### src/rtl/maquina_pkg.sv
// ---------------------------------------------------------------------------
// maquina_pkg
// Definitions shared by the vending-machine blocks.
//   estado_t : state encoding of the end-of-transaction timer FSM
//   EVT_LP   : event bit for "liberar produto" (product released)
//   EVT_DM   : event bit for "devolver moeda" (coin returned)
// ---------------------------------------------------------------------------
package maquina_pkg;

  typedef enum logic [1:0] {
    OCIOSO   = 2'd0,
    CONTANDO = 2'd1,
    PULSO    = 2'd2
  } estado_t;

  localparam int EVT_LP = 0;
  localparam int EVT_DM = 1;

endpackage : maquina_pkg

### src/rtl/temporizador_fim_if.sv
// ---------------------------------------------------------------------------
// temporizador_fim_if
// Bundles the control and status signals of the end-of-transaction timer.
//   tick     : one-clk-wide 1-second enable
//   evt      : end-of-sale event levels (rising edges trigger)
//   cancela  : abort current timing, no FIM
//   FIM      : end pulse
//   ocupado  : timer counting or pulsing
//   causa    : events that contributed to the current timing
//   restante : ticks left
// master = stimulus side, slave = timer side.
// ---------------------------------------------------------------------------
interface temporizador_fim_if #(
  parameter int N_EVT    = 2,
  parameter int LARG_CNT = 3
);
  import maquina_pkg::*;

  logic                tick;
  logic [N_EVT-1:0]    evt;
  logic                cancela;
  logic                FIM;
  logic                ocupado;
  logic [N_EVT-1:0]    causa;
  logic [LARG_CNT-1:0] restante;

  modport master (
    output tick, evt, cancela,
    input  FIM, ocupado, causa, restante
  );

  modport slave (
    input  tick, evt, cancela,
    output FIM, ocupado, causa, restante
  );

endinterface : temporizador_fim_if

### src/rtl/detector_borda.sv
// ---------------------------------------------------------------------------
// detector_borda
// Rising-edge detector for a vector of levels. The delayed copy is updated
// every clk and clears on reset, so a level already high when reset is
// released is reported as a rising edge.
//   clk     : system clock
//   rst     : synchronous, active-high reset
//   i_nivel : input levels
//   o_sobe  : one-clk rising-edge flags (combinational from i_nivel)
// ---------------------------------------------------------------------------
module detector_borda #(
  parameter int LARG = 1
) (
  input  logic            clk,
  input  logic            rst,
  input  logic [LARG-1:0] i_nivel,
  output logic [LARG-1:0] o_sobe
);

  logic [LARG-1:0] r_nivel_d;

  // NOTE: clocked state uses non-blocking (<=) so every flop samples the
  // pre-edge values, independent of statement order.
  always_ff @(posedge clk) begin
    if (rst) r_nivel_d <= '0;
    else     r_nivel_d <= i_nivel;
  end

  assign o_sobe = i_nivel & ~r_nivel_d;

endmodule : detector_borda

### src/rtl/temporizador_fim.sv
// ---------------------------------------------------------------------------
// temporizador_fim
// End-of-transaction timer. A rising edge on any event starts a count of
// ATRASO ticks; when it expires FIM is pulsed for LARG_PULSO clk cycles.
// Supports retrigger (RETRIG), cancel and cause reporting.
//   clk  : system clock
//   rst  : synchronous, active-high reset
//   bus  : temporizador_fim_if.slave (tick, evt, cancela in;
//          FIM, ocupado, causa, restante out - all registered)
// ---------------------------------------------------------------------------
module temporizador_fim
  import maquina_pkg::*;
#(
  parameter int N_EVT      = 2,
  parameter int ATRASO     = 4,
  parameter int LARG_PULSO = 1,
  parameter bit RETRIG     = 1'b0,
  parameter int LARG_CNT   = $clog2(ATRASO + 1)
) (
  input  logic                clk,
  input  logic                rst,
  temporizador_fim_if.slave   bus
);

  localparam int LARG_PC = $clog2(LARG_PULSO + 1);
  localparam logic [LARG_CNT-1:0] RECARGA   = LARG_CNT'(ATRASO);
  localparam logic [LARG_PC-1:0]  PULSO_INI = LARG_PC'(LARG_PULSO);

  estado_t             r_estado, w_prox;
  logic [LARG_CNT-1:0] r_restante, w_restante;
  logic [N_EVT-1:0]    r_causa, w_causa;
  logic [LARG_PC-1:0]  r_pulso, w_pulso;
  logic                r_fim;
  logic                r_ocupado;
  logic [N_EVT-1:0]    w_sobe;

  detector_borda #(.LARG(N_EVT)) u_borda (
    .clk     (clk),
    .rst     (rst),
    .i_nivel (bus.evt),
    .o_sobe  (w_sobe)
  );

  // NOTE: every signal gets a default first, so no path leaves a value
  // unassigned and no latch is inferred.
  always_comb begin
    w_prox     = r_estado;
    w_restante = r_restante;
    w_causa    = r_causa;
    w_pulso    = r_pulso;

    if (bus.cancela) begin
      w_prox     = OCIOSO;
      w_restante = '0;
      w_causa    = '0;
      w_pulso    = '0;
    end else begin
      unique case (r_estado)
        OCIOSO: begin
          // A tick in the trigger cycle is deliberately not counted.
          if (|w_sobe) begin
            w_prox     = CONTANDO;
            w_restante = RECARGA;
            w_causa    = w_sobe;
          end
        end
        CONTANDO: begin
          // Reload takes precedence over a tick in the same cycle.
          if (RETRIG && (|w_sobe)) begin
            w_restante = RECARGA;
            w_causa    = r_causa | w_sobe;
          end else if (bus.tick) begin
            if (r_restante == LARG_CNT'(1)) begin
              w_prox     = PULSO;
              w_restante = '0;
              w_pulso    = PULSO_INI;
            end else begin
              w_restante = r_restante - LARG_CNT'(1);
            end
          end
        end
        PULSO: begin
          // Width counted in clk cycles; events arriving now are dropped.
          if (r_pulso == LARG_PC'(1)) begin
            w_prox  = OCIOSO;
            w_causa = '0;
            w_pulso = '0;
          end else begin
            w_pulso = r_pulso - LARG_PC'(1);
          end
        end
        default: begin
          w_prox     = OCIOSO;
          w_restante = '0;
          w_causa    = '0;
          w_pulso    = '0;
        end
      endcase
    end
  end

  // FIM and ocupado are decoded from the next state so they leave flops
  // aligned with the state register.
  always_ff @(posedge clk) begin
    if (rst) begin
      r_estado   <= OCIOSO;
      r_restante <= '0;
      r_causa    <= '0;
      r_pulso    <= '0;
      r_fim      <= 1'b0;
      r_ocupado  <= 1'b0;
    end else begin
      r_estado   <= w_prox;
      r_restante <= w_restante;
      r_causa    <= w_causa;
      r_pulso    <= w_pulso;
      r_fim      <= (w_prox == PULSO);
      r_ocupado  <= (w_prox != OCIOSO);
    end
  end

  assign bus.FIM      = r_fim;
  assign bus.ocupado  = r_ocupado;
  assign bus.causa    = r_causa;
  assign bus.restante = r_restante;

endmodule : temporizador_fim

### src/flat_wrapper.sv
// flat-port wrapper written by rule: the top's interface ports become plain ports
module temporizador_fim_flat import maquina_pkg::*;
#(
  parameter int N_EVT      = 2,
  parameter int ATRASO     = 4,
  parameter int LARG_PULSO = 1,
  parameter bit RETRIG     = 1'b0,
  parameter int LARG_CNT   = $clog2(ATRASO + 1)
)
  (clk, rst, bus_tick, bus_evt, bus_cancela, bus_FIM, bus_ocupado, bus_causa, bus_restante);
  temporizador_fim_if #(.N_EVT(N_EVT), .LARG_CNT(LARG_CNT)) bus_i ();
  input  logic clk;
  input  logic rst;
  input wire logic [$bits(bus_i.tick)-1:0] bus_tick;
  input wire logic [$bits(bus_i.evt)-1:0] bus_evt;
  input wire logic [$bits(bus_i.cancela)-1:0] bus_cancela;
  output wire logic [$bits(bus_i.FIM)-1:0] bus_FIM;
  output wire logic [$bits(bus_i.ocupado)-1:0] bus_ocupado;
  output wire logic [$bits(bus_i.causa)-1:0] bus_causa;
  output wire logic [$bits(bus_i.restante)-1:0] bus_restante;
  assign bus_i.tick = bus_tick;
  assign bus_i.evt = bus_evt;
  assign bus_i.cancela = bus_cancela;
  assign bus_FIM = bus_i.FIM;
  assign bus_ocupado = bus_i.ocupado;
  assign bus_causa = bus_i.causa;
  assign bus_restante = bus_i.restante;
  temporizador_fim #(.N_EVT(N_EVT), .ATRASO(ATRASO), .LARG_PULSO(LARG_PULSO), .RETRIG(RETRIG), .LARG_CNT(LARG_CNT)) u_core (.clk(clk), .rst(rst), .bus(bus_i));
endmodule
### config.mk
export PLATFORM = sky130hd
export DESIGN_NAME = temporizador_fim_flat
export DESIGN_NICKNAME = d
export VERILOG_FILES = /design/src/rtl/maquina_pkg.sv /design/src/rtl/temporizador_fim_if.sv /design/src/rtl/detector_borda.sv /design/src/rtl/temporizador_fim.sv /design/src/flat_wrapper.sv
export SDC_FILE = /design/constraint.sdc
export NUM_CORES = 1
export LEC_CHECK = 0
export CAP_MARGIN = 10
export CORE_MARGIN = 2
export CORE_UTILIZATION = 53
export CTS_CLUSTER_DIAMETER = 200
export CTS_CLUSTER_SIZE = 40
export DETAILED_ROUTE_END_ITERATION = 6
export GPL_TIMING_DRIVEN = 0
export PLACE_DENSITY_LB_ADDON = 0.15
export SLEW_MARGIN = 20
export SYNTH_ARGS = -nofsm -noshare
export SYNTH_HDL_FRONTEND = slang
export SYNTH_HIERARCHICAL = 1
export SYNTH_SLANG_ARGS = --single-unit
### constraint.sdc
create_clock -name clk -period 4.4 [get_ports clk]
set_clock_uncertainty 0.1 [all_clocks]
set_input_delay 1.32 -clock clk [delete_from_list [all_inputs] [get_ports clk]]
set_output_delay 1.32 -clock clk [all_outputs]
set_load 0.02 [all_outputs]
==> flow_summary.json, run 1 <==
{
  "drt_iter0_drc": 12,
  "worstMarginPinSlew_ns": 0.3886,
  "cts.path.max_buffers": 2,
  "cts_root_buf": "clkbuf_4",
  "rr_worst_depth": 7,
  "drive_gt1_share_pct": 18.60,
  "syn_avg_cell_area_um2": 9.766,
  "hold_buffers": 0,
  "hold_class": "flip-flop to flip-flop",
  "critical-path-top-delay-family": "buffers and inverters",
  "hold_viol_final": 0,
  "path_max_fanout": 6,
  "wire_per_inst_um": 12.60,
  "fin_crit_sh_pct": 62.66,
  "die_area_um2": 1634,
  "p_leak_nw": 0.3474,
  "yosys.area_share.adder_pct": 10.68,
  "rsz0062_at_grt": "false",
  "fmax_ghz": 0.3627,
  "routed_wirelength_um": 1273,
  "p_int_mw": 0.1685,
  "crit_type": "flip-flop to primary output",
  "die_h_um": 40.43,
  "r2r_end": "u_core/bus.restante[2]",
  "synthMuxAreaShare_pct": 4.270,
  "synthSimpleGateAreaFrac_pct": 28.29,
  "clkLatencyLatePin_ns": 0.27,
  "ios": 13,
  "cp.depth": 1,
  "yosysWarningCount": 6,
  "portBuffers": 11,
  "cp_slowest_stage_delay_ns": 0.64,
  "power_switching_mw": 0.05996,
  "coreArea_um2": 1269,
  "peakVddDrop_v": 0.0001964,
  "crit_required_ns": 2.98,
  "power_frac_clock_pct": 28.6,
  "grt_pass1_wl_um": 1980,
  "netlist_area_um2": 703.2,
  "hp-start": "u_core/bus.causa[0]",
  "drv_slew": 0,
  "dp_hpwl_um": 973.5,
  "critPathLaunch": "u_core/bus.restante[2]",
  "num_vias": 534,
  "rows": 13,
  "setup_violations": 0,
  "h-tree-depth": 1,
  "mostFrequentLayoutCell": "dfxtp_1",
  "cts_resized": 0,
  "synth_top_family_by_area": "simple AND/OR/NAND/NOR gates",
  "powerDensity_nw_per_um2": 267.3,
  "max_cap_violations": 0,
  "rr_startpoint": "u_core/r_estado[0]",
  "synth-compound-area-share_pct": 15.12,
  "gp_congestion": 0.7193,
  "start_util_pct": 55.42,
  "status": "complete, no violations",
  "grt_pass1_vias": 447,
  "synth_fp_nets": 84,
  "ys_ff_latch": 12,
  "seq_power_share_pct": 50.5,
  "cts_tree": "yes",
  "r2r_slack_ns": 2.61,
  "post_cts_buffers": 0,
  "path_cells": "clkdlybuf4s50_1",
  "layout_common_cells": "dfxtp_1 (12), clkdlybuf4s50_1 (11), ha_1 (6)",
  "arrival_ns": 1.34,
  "seq_area_frac_synth_pct": 34.16,
  "antenna_found_initial": 0,
  "cts_buffers": 3,
  "dr.pass1.iters": 4,
  "period_needed_ns": 2.757,
  "tns_ns": 0,
  "grt_use_total_pct": 19.16,
  "netlist_instances": 72,
  "critPathSlowestCell": "clkdlybuf4s50_1",
  "p_total_mw": 0.2284,
  "cts.sinks": 12,
  "die_x_um": 40.43,
  "switching_share_pct": 26.25,
  "clk_pin_slew_ns": 0.08,
  "antenna_cells": 0,
  "power_frac_comb_pct": 20.8,
  "drtAntennaViolNets": 0,
  "overflow": 0,
  "endpoint_kind": "primary output",
  "grt_start_max_net_pins": 11,
  "crit_path_start_kind": "flip-flop",
  "path_buf_inv": 1,
  "drc": 0,
  "nets": 100,
  "synth_cell_type_count": 27,
  "synth_xor_xnor_area_share_pct": 0,
  "vias_per_cell": 5.287,
  "slew_headroom_pct": 74.01,
  "area_delta_synth_final_pct": 21.53,
  "crit_end": "bus_restante[2]"
}
-- stage by stage --
| step | worst slack (ns) | cell area [um^2] | cells | hold slack, ns | util (%) |
|---|---|---|---|---|---|
| final | 1.643 | 854.6 | 101 | 0.3861 | 67.36 |
| after global placement | 1.465 | 832.0 | 98 | 0.3782 | 65.58 |
| after detailed placement | 1.418 | 832.0 | 98 | 0.3794 | 65.58 |
| after CTS | 1.632 | 854.6 | 101 | 0.3918 | 67.36 |
| after floorplan | 2.018 | 703.2 | 72 | 0.4038 | - |
| after global routing | 1.578 | 854.6 | 101 | 0.4066 | 67.36 |
-- cells in the mapped netlist (all sizes together) --
library cell / count / area share, %
nor3b: 3 / 4.8
o221a: 1 / 1.6
and2: 1 / 0.89
and2b: 2 / 2.5
o21ai: 5 / 3.6
o21a: 1 / 1.1
inv: 5 / 2.7
a211oi: 3 / 3.2
buf: 3 / 4.8
nand3: 2 / 1.4
a21o: 1 / 1.1
ha: 6 / 11
and3: 1 / 0.89
nor2: 4 / 2.5
a21boi: 1 / 1.1
a21oi: 2 / 1.4
dfxtp: 12 / 34
nor3: 5 / 5.2
mux2i: 3 / 4.3
nand3b: 1 / 1.1
or2: 1 / 0.89
a2111oi: 1 / 2.1
nor2b: 8 / 8.2
-- tightest hold or removal path, stage by stage, from the launching register on --
cell	delay, ns
dfxtp_1	0.30
o21ai_0	0.06
a211oi_1	0.07
-- worst min path at each step --
stage | slack [ns] | to | cells after the start
2_1_floorplan | 0.40 | u_core/r_pulso | 2
3_3_place_gp | 0.38 | u_core/bus.causa[0] | 2
3_5_place_dp | 0.38 | u_core/bus.causa[0] | 2
4_1_cts | 0.39 | u_core/bus.causa[0] | 2
5_1_grt | 0.41 | u_core/bus.causa[0] | 2
6_report | 0.39 | u_core/bus.causa[0] | 2
-- power groups by stage --
stage	logic [mW]	clock network, mW	registers, mW
2_1_floorplan	0.0295	0	0.121
3_3_place_gp	0.0465	0	0.118
3_5_place_dp	0.0473	0	0.118
4_1_cts	0.0475	0.0671	0.116
5_1_grt	0.0517	0.0725	0.116
6_report	0.0476	0.0654	0.115
-- registers in the layout, summed over array words and instances, names as in the netlist --
register,count
u_core/bus.FIM,1
u_core/u_borda/r_nivel_d,2
u_core/bus.restante,3
u_core/bus.causa,2
u_core/r_estado,2
u_core/bus.ocupado,1
u_core/r_pulso,1
-- cells by family after synthesis --
logic type               Yosys count
multiplexers                       3
buffers and inverters              8
adder cells (fa/ha/maj)            6
flip-flops                        12
AND/OR/NAND/NOR                   28
AO/OA/AOI/OAI                     15
-- layout make-up --
class | count | area (um^2)
fill | 109 | 414.1
inverter | 5 | 18.77
multi-input combinational | 52 | 410.4
clock buffer | 3 | 22.52
tap | 15 | 18.77
sequential | 12 | 240.2
buffer | 3 | 33.78
timing repair buffer | 11 | 110.1
-- layer usage --
metal | wire (um) | vias up | track usage (%)
met5 | 0 | - | 0
met4 | 12 | 0 | 5.000
met3 | 59 | 2 | 10.56
met2 | 552 | 11 | 25.79
met1 | 648 | 239 | 25.91
li1 | - | 282 | -
No activity file was read; power rests on OpenSTA's default activity.
==> run 2: changes to the inputs <==
--- a/config.mk
+++ b/config.mk
@@ -7,7 +7,7 @@
 export LEC_CHECK = 0
 export CAP_MARGIN = 10
 export CORE_MARGIN = 2
-export CORE_UTILIZATION = 53
+export CORE_UTILIZATION = 44
 export CTS_CLUSTER_DIAMETER = 200
 export CTS_CLUSTER_SIZE = 40
 export DETAILED_ROUTE_END_ITERATION = 6
==> constraint.sdc (replaced) <==
create_clock -name clk -period 2.3 [get_ports clk]
set_clock_uncertainty 0.1 [all_clocks]
set_input_delay 0.69 -clock clk [delete_from_list [all_inputs] [get_ports clk]]
set_output_delay 0.69 -clock clk [all_outputs]
set_load 0.02 [all_outputs]
==> run 2 against run 1 <==
  * Worst setup slack worse by 1.5 ns
  * Flip-flop and latch count stayed put
  * Clock power is 90% higher
  * Utilization is 11 points lower
  * Final cell count is 0.99% higher
  * Via count is 1.9% higher
  * Hold slack hardly changed
  * Non-clock buffer count stayed put
  * Register-to-register slack worse by 2.1 ns
  * Count of clock-buffer cells in the layout stayed put
  * Die area is 18% higher
  * Power is 90% higher
==> flow_summary.json, run 2 (synthesized netlist as in run 1, its figures left out) <==
{
  "status": "complete, no violations",
  "critical-path-top-delay-family": "buffers and inverters",
  "cts_root_buf": "clkbuf_4",
  "start_util_pct": 46.68,
  "hold_buffers": 0,
  "coreArea_um2": 1506,
  "cts_resized": 0,
  "grt_use_total_pct": 15.92,
  "path_buf_inv": 1,
  "die_area_um2": 1934,
  "hp-start": "u_core/bus.causa[0]",
  "p_leak_nw": 0.3474,
  "antenna_found_initial": 0,
  "antenna_cells": 0,
  "post_cts_buffers": 0,
  "arrival_ns": 1.32,
  "dp_hpwl_um": 957.1,
  "rows": 14,
  "num_vias": 544,
  "largest_reg_flops": 3,
  "rsz0062_at_grt": "false",
  "drc": 0,
  "area_delta_synth_final_pct": 21.71,
  "hold_class": "flip-flop to flip-flop",
  "seq_power_share_pct": 50.8,
  "overflow": 0,
  "switching_share_pct": 25.86,
  "clkLatencyLatePin_ns": 0.26,
  "place_area_um2": 833.3,
  "critPathLaunch": "u_core/bus.restante[2]",
  "powerDensity_nw_per_um2": 507.7,
  "period_needed_ns": 2.107,
  "h-tree-depth": 1,
  "design_area_um2": 855.8,
  "crit_type": "flip-flop to primary output",
  "wire_per_inst_um": 11.62,
  "drv_slew": 0,
  "gp_congestion": 0.7121,
  "ios": 13,
  "die_h_um": 43.98,
  "fmax_ghz": 0.4745,
  "nets": 100,
  "endpoint_kind": "primary output",
  "hold_viol_final": 0,
  "portBuffers": 11,
  "grt_pass1_vias": 524,
  "clk_pin_slew_ns": 0.07,
  "grt_start_max_net_pins": 11,
  "mostFrequentLayoutCell": "dfxtp_1",
  "holdWs_ns": 0.3865,
  "fin_crit_sh_pct": 91.63,
  "drtAntennaViolNets": 0,
  "setup_violations": 0,
  "die_x_um": 43.98,
  "drt_iter0_drc": 2,
  "cts.sinks": 12,
  "path_cells": "clkdlybuf4s50_1",
  "p_int_mw": 0.3221,
  "cts_tree": "yes",
  "path_max_fanout": 6,
  "power_switching_mw": 0.1124,
  "rr_startpoint": "u_core/r_estado[0]",
  "peakVddDrop_v": 0.0003412,
  "cp_slowest_stage_delay_ns": 0.64,
  "max_cap_violations": 0,
  "dr.pass1.iters": 3,
  "num-fill-cells": 144,
  "crit_required_ns": 1.51,
  "crit_path_start_kind": "flip-flop",
  "power_frac_comb_pct": 20.6,
  "cts_buffers": 3,
  "cts.path.max_buffers": 2,
  "vias_per_cell": 5.333,
  "placed_cells": 99,
  "slew_headroom_pct": 76.53,
  "p_total_mw": 0.4345,
  "drive_gt1_share_pct": 18.60,
  "grt_pass1_wl_um": 2201,
  "critPathSlowestCell": "clkdlybuf4s50_1",
  "worstMarginPinSlew_ns": 0.3509,
  "routed_wirelength_um": 1185,
  "fin_cells": 102,
  "power_frac_clock_pct": 28.6,
  "layout_common_cells": "dfxtp_1 (12), clkdlybuf4s50_1 (11), ha_1 (6)"
}
[run 2: cell counts in the layout (fill, tap and decap cells not counted)]
Identical to the previous run, type by type.
[run 2: routing by layer]
metal | wire [um] | global-route usage, % | up-vias
li1 | - | - | 284
met1 | 612 | 20.62 | 252
met2 | 526 | 23.24 | 6
met3 | 28 | 5.000 | 2
met4 | 19 | 9.091 | 0
met5 | 0 | 0 | -
[run 2: path summary, 6_finish.rpt]
path / end / slack, ns / cells past startpoint
max reg2reg: u_core/bus.restante[2] / 0.52 / 7
min reg2reg: u_core/bus.causa[0] / 0.39 / 2
max: bus_restante[2] / 0.19 / 1
min: u_core/bus.causa[0] / 0.39 / 2
[run 2: power groups by stage]
| stage | combinational [mW] | sequential, mW | clock (mW) |
|---|---|---|---|
| global route | 0.0988 | 0.222 | 0.139 |
| detailed placement | 0.0904 | 0.226 | 0 |
| finish | 0.0895 | 0.221 | 0.124 |
| CTS | 0.0910 | 0.221 | 0.131 |
| global placement | 0.0902 | 0.225 | 0 |
| floorplan | 0.0564 | 0.231 | 0 |
[run 2: metrics by stage]
step / setup slack, ns / utilization, % / setup TNS, ns
after CTS: 0.1742 / 56.81 / 0
after global placement: -0.02320 / 55.32 / -0.02320
after floorplan: 0.5481 / - / 0
after global routing: 0.1385 / 56.81 / 0
final: 0.1925 / 56.81 / 0
after detailed placement: -0.02218 / 55.32 / -0.02218
[run 2: final cells by class]
class                           instances  area (um^2)  area share [%]
Buffer                                  3        33.78           3.947
Clock buffer                            3        22.52           2.632
Inverter                                5        18.77           2.193
Multi-Input combinational cell         52        410.4           47.95
Sequential cell                        12        240.2           28.07
Tap cell                               16        20.02           2.339
Timing Repair Buffer                   11        110.1           12.87
==> run 3: changes to the inputs <==
--- a/config.mk
+++ b/config.mk
@@ -13,7 +13,6 @@
 export DETAILED_ROUTE_END_ITERATION = 6
 export GPL_TIMING_DRIVEN = 0
 export PLACE_DENSITY_LB_ADDON = 0.15
-export SLEW_MARGIN = 20
 export SYNTH_ARGS = -nofsm -noshare
 export SYNTH_HDL_FRONTEND = slang
 export SYNTH_HIERARCHICAL = 1
==> results of run 3 <==
Same layout as run 2: the final DEF is identical, and so are final timing and power.
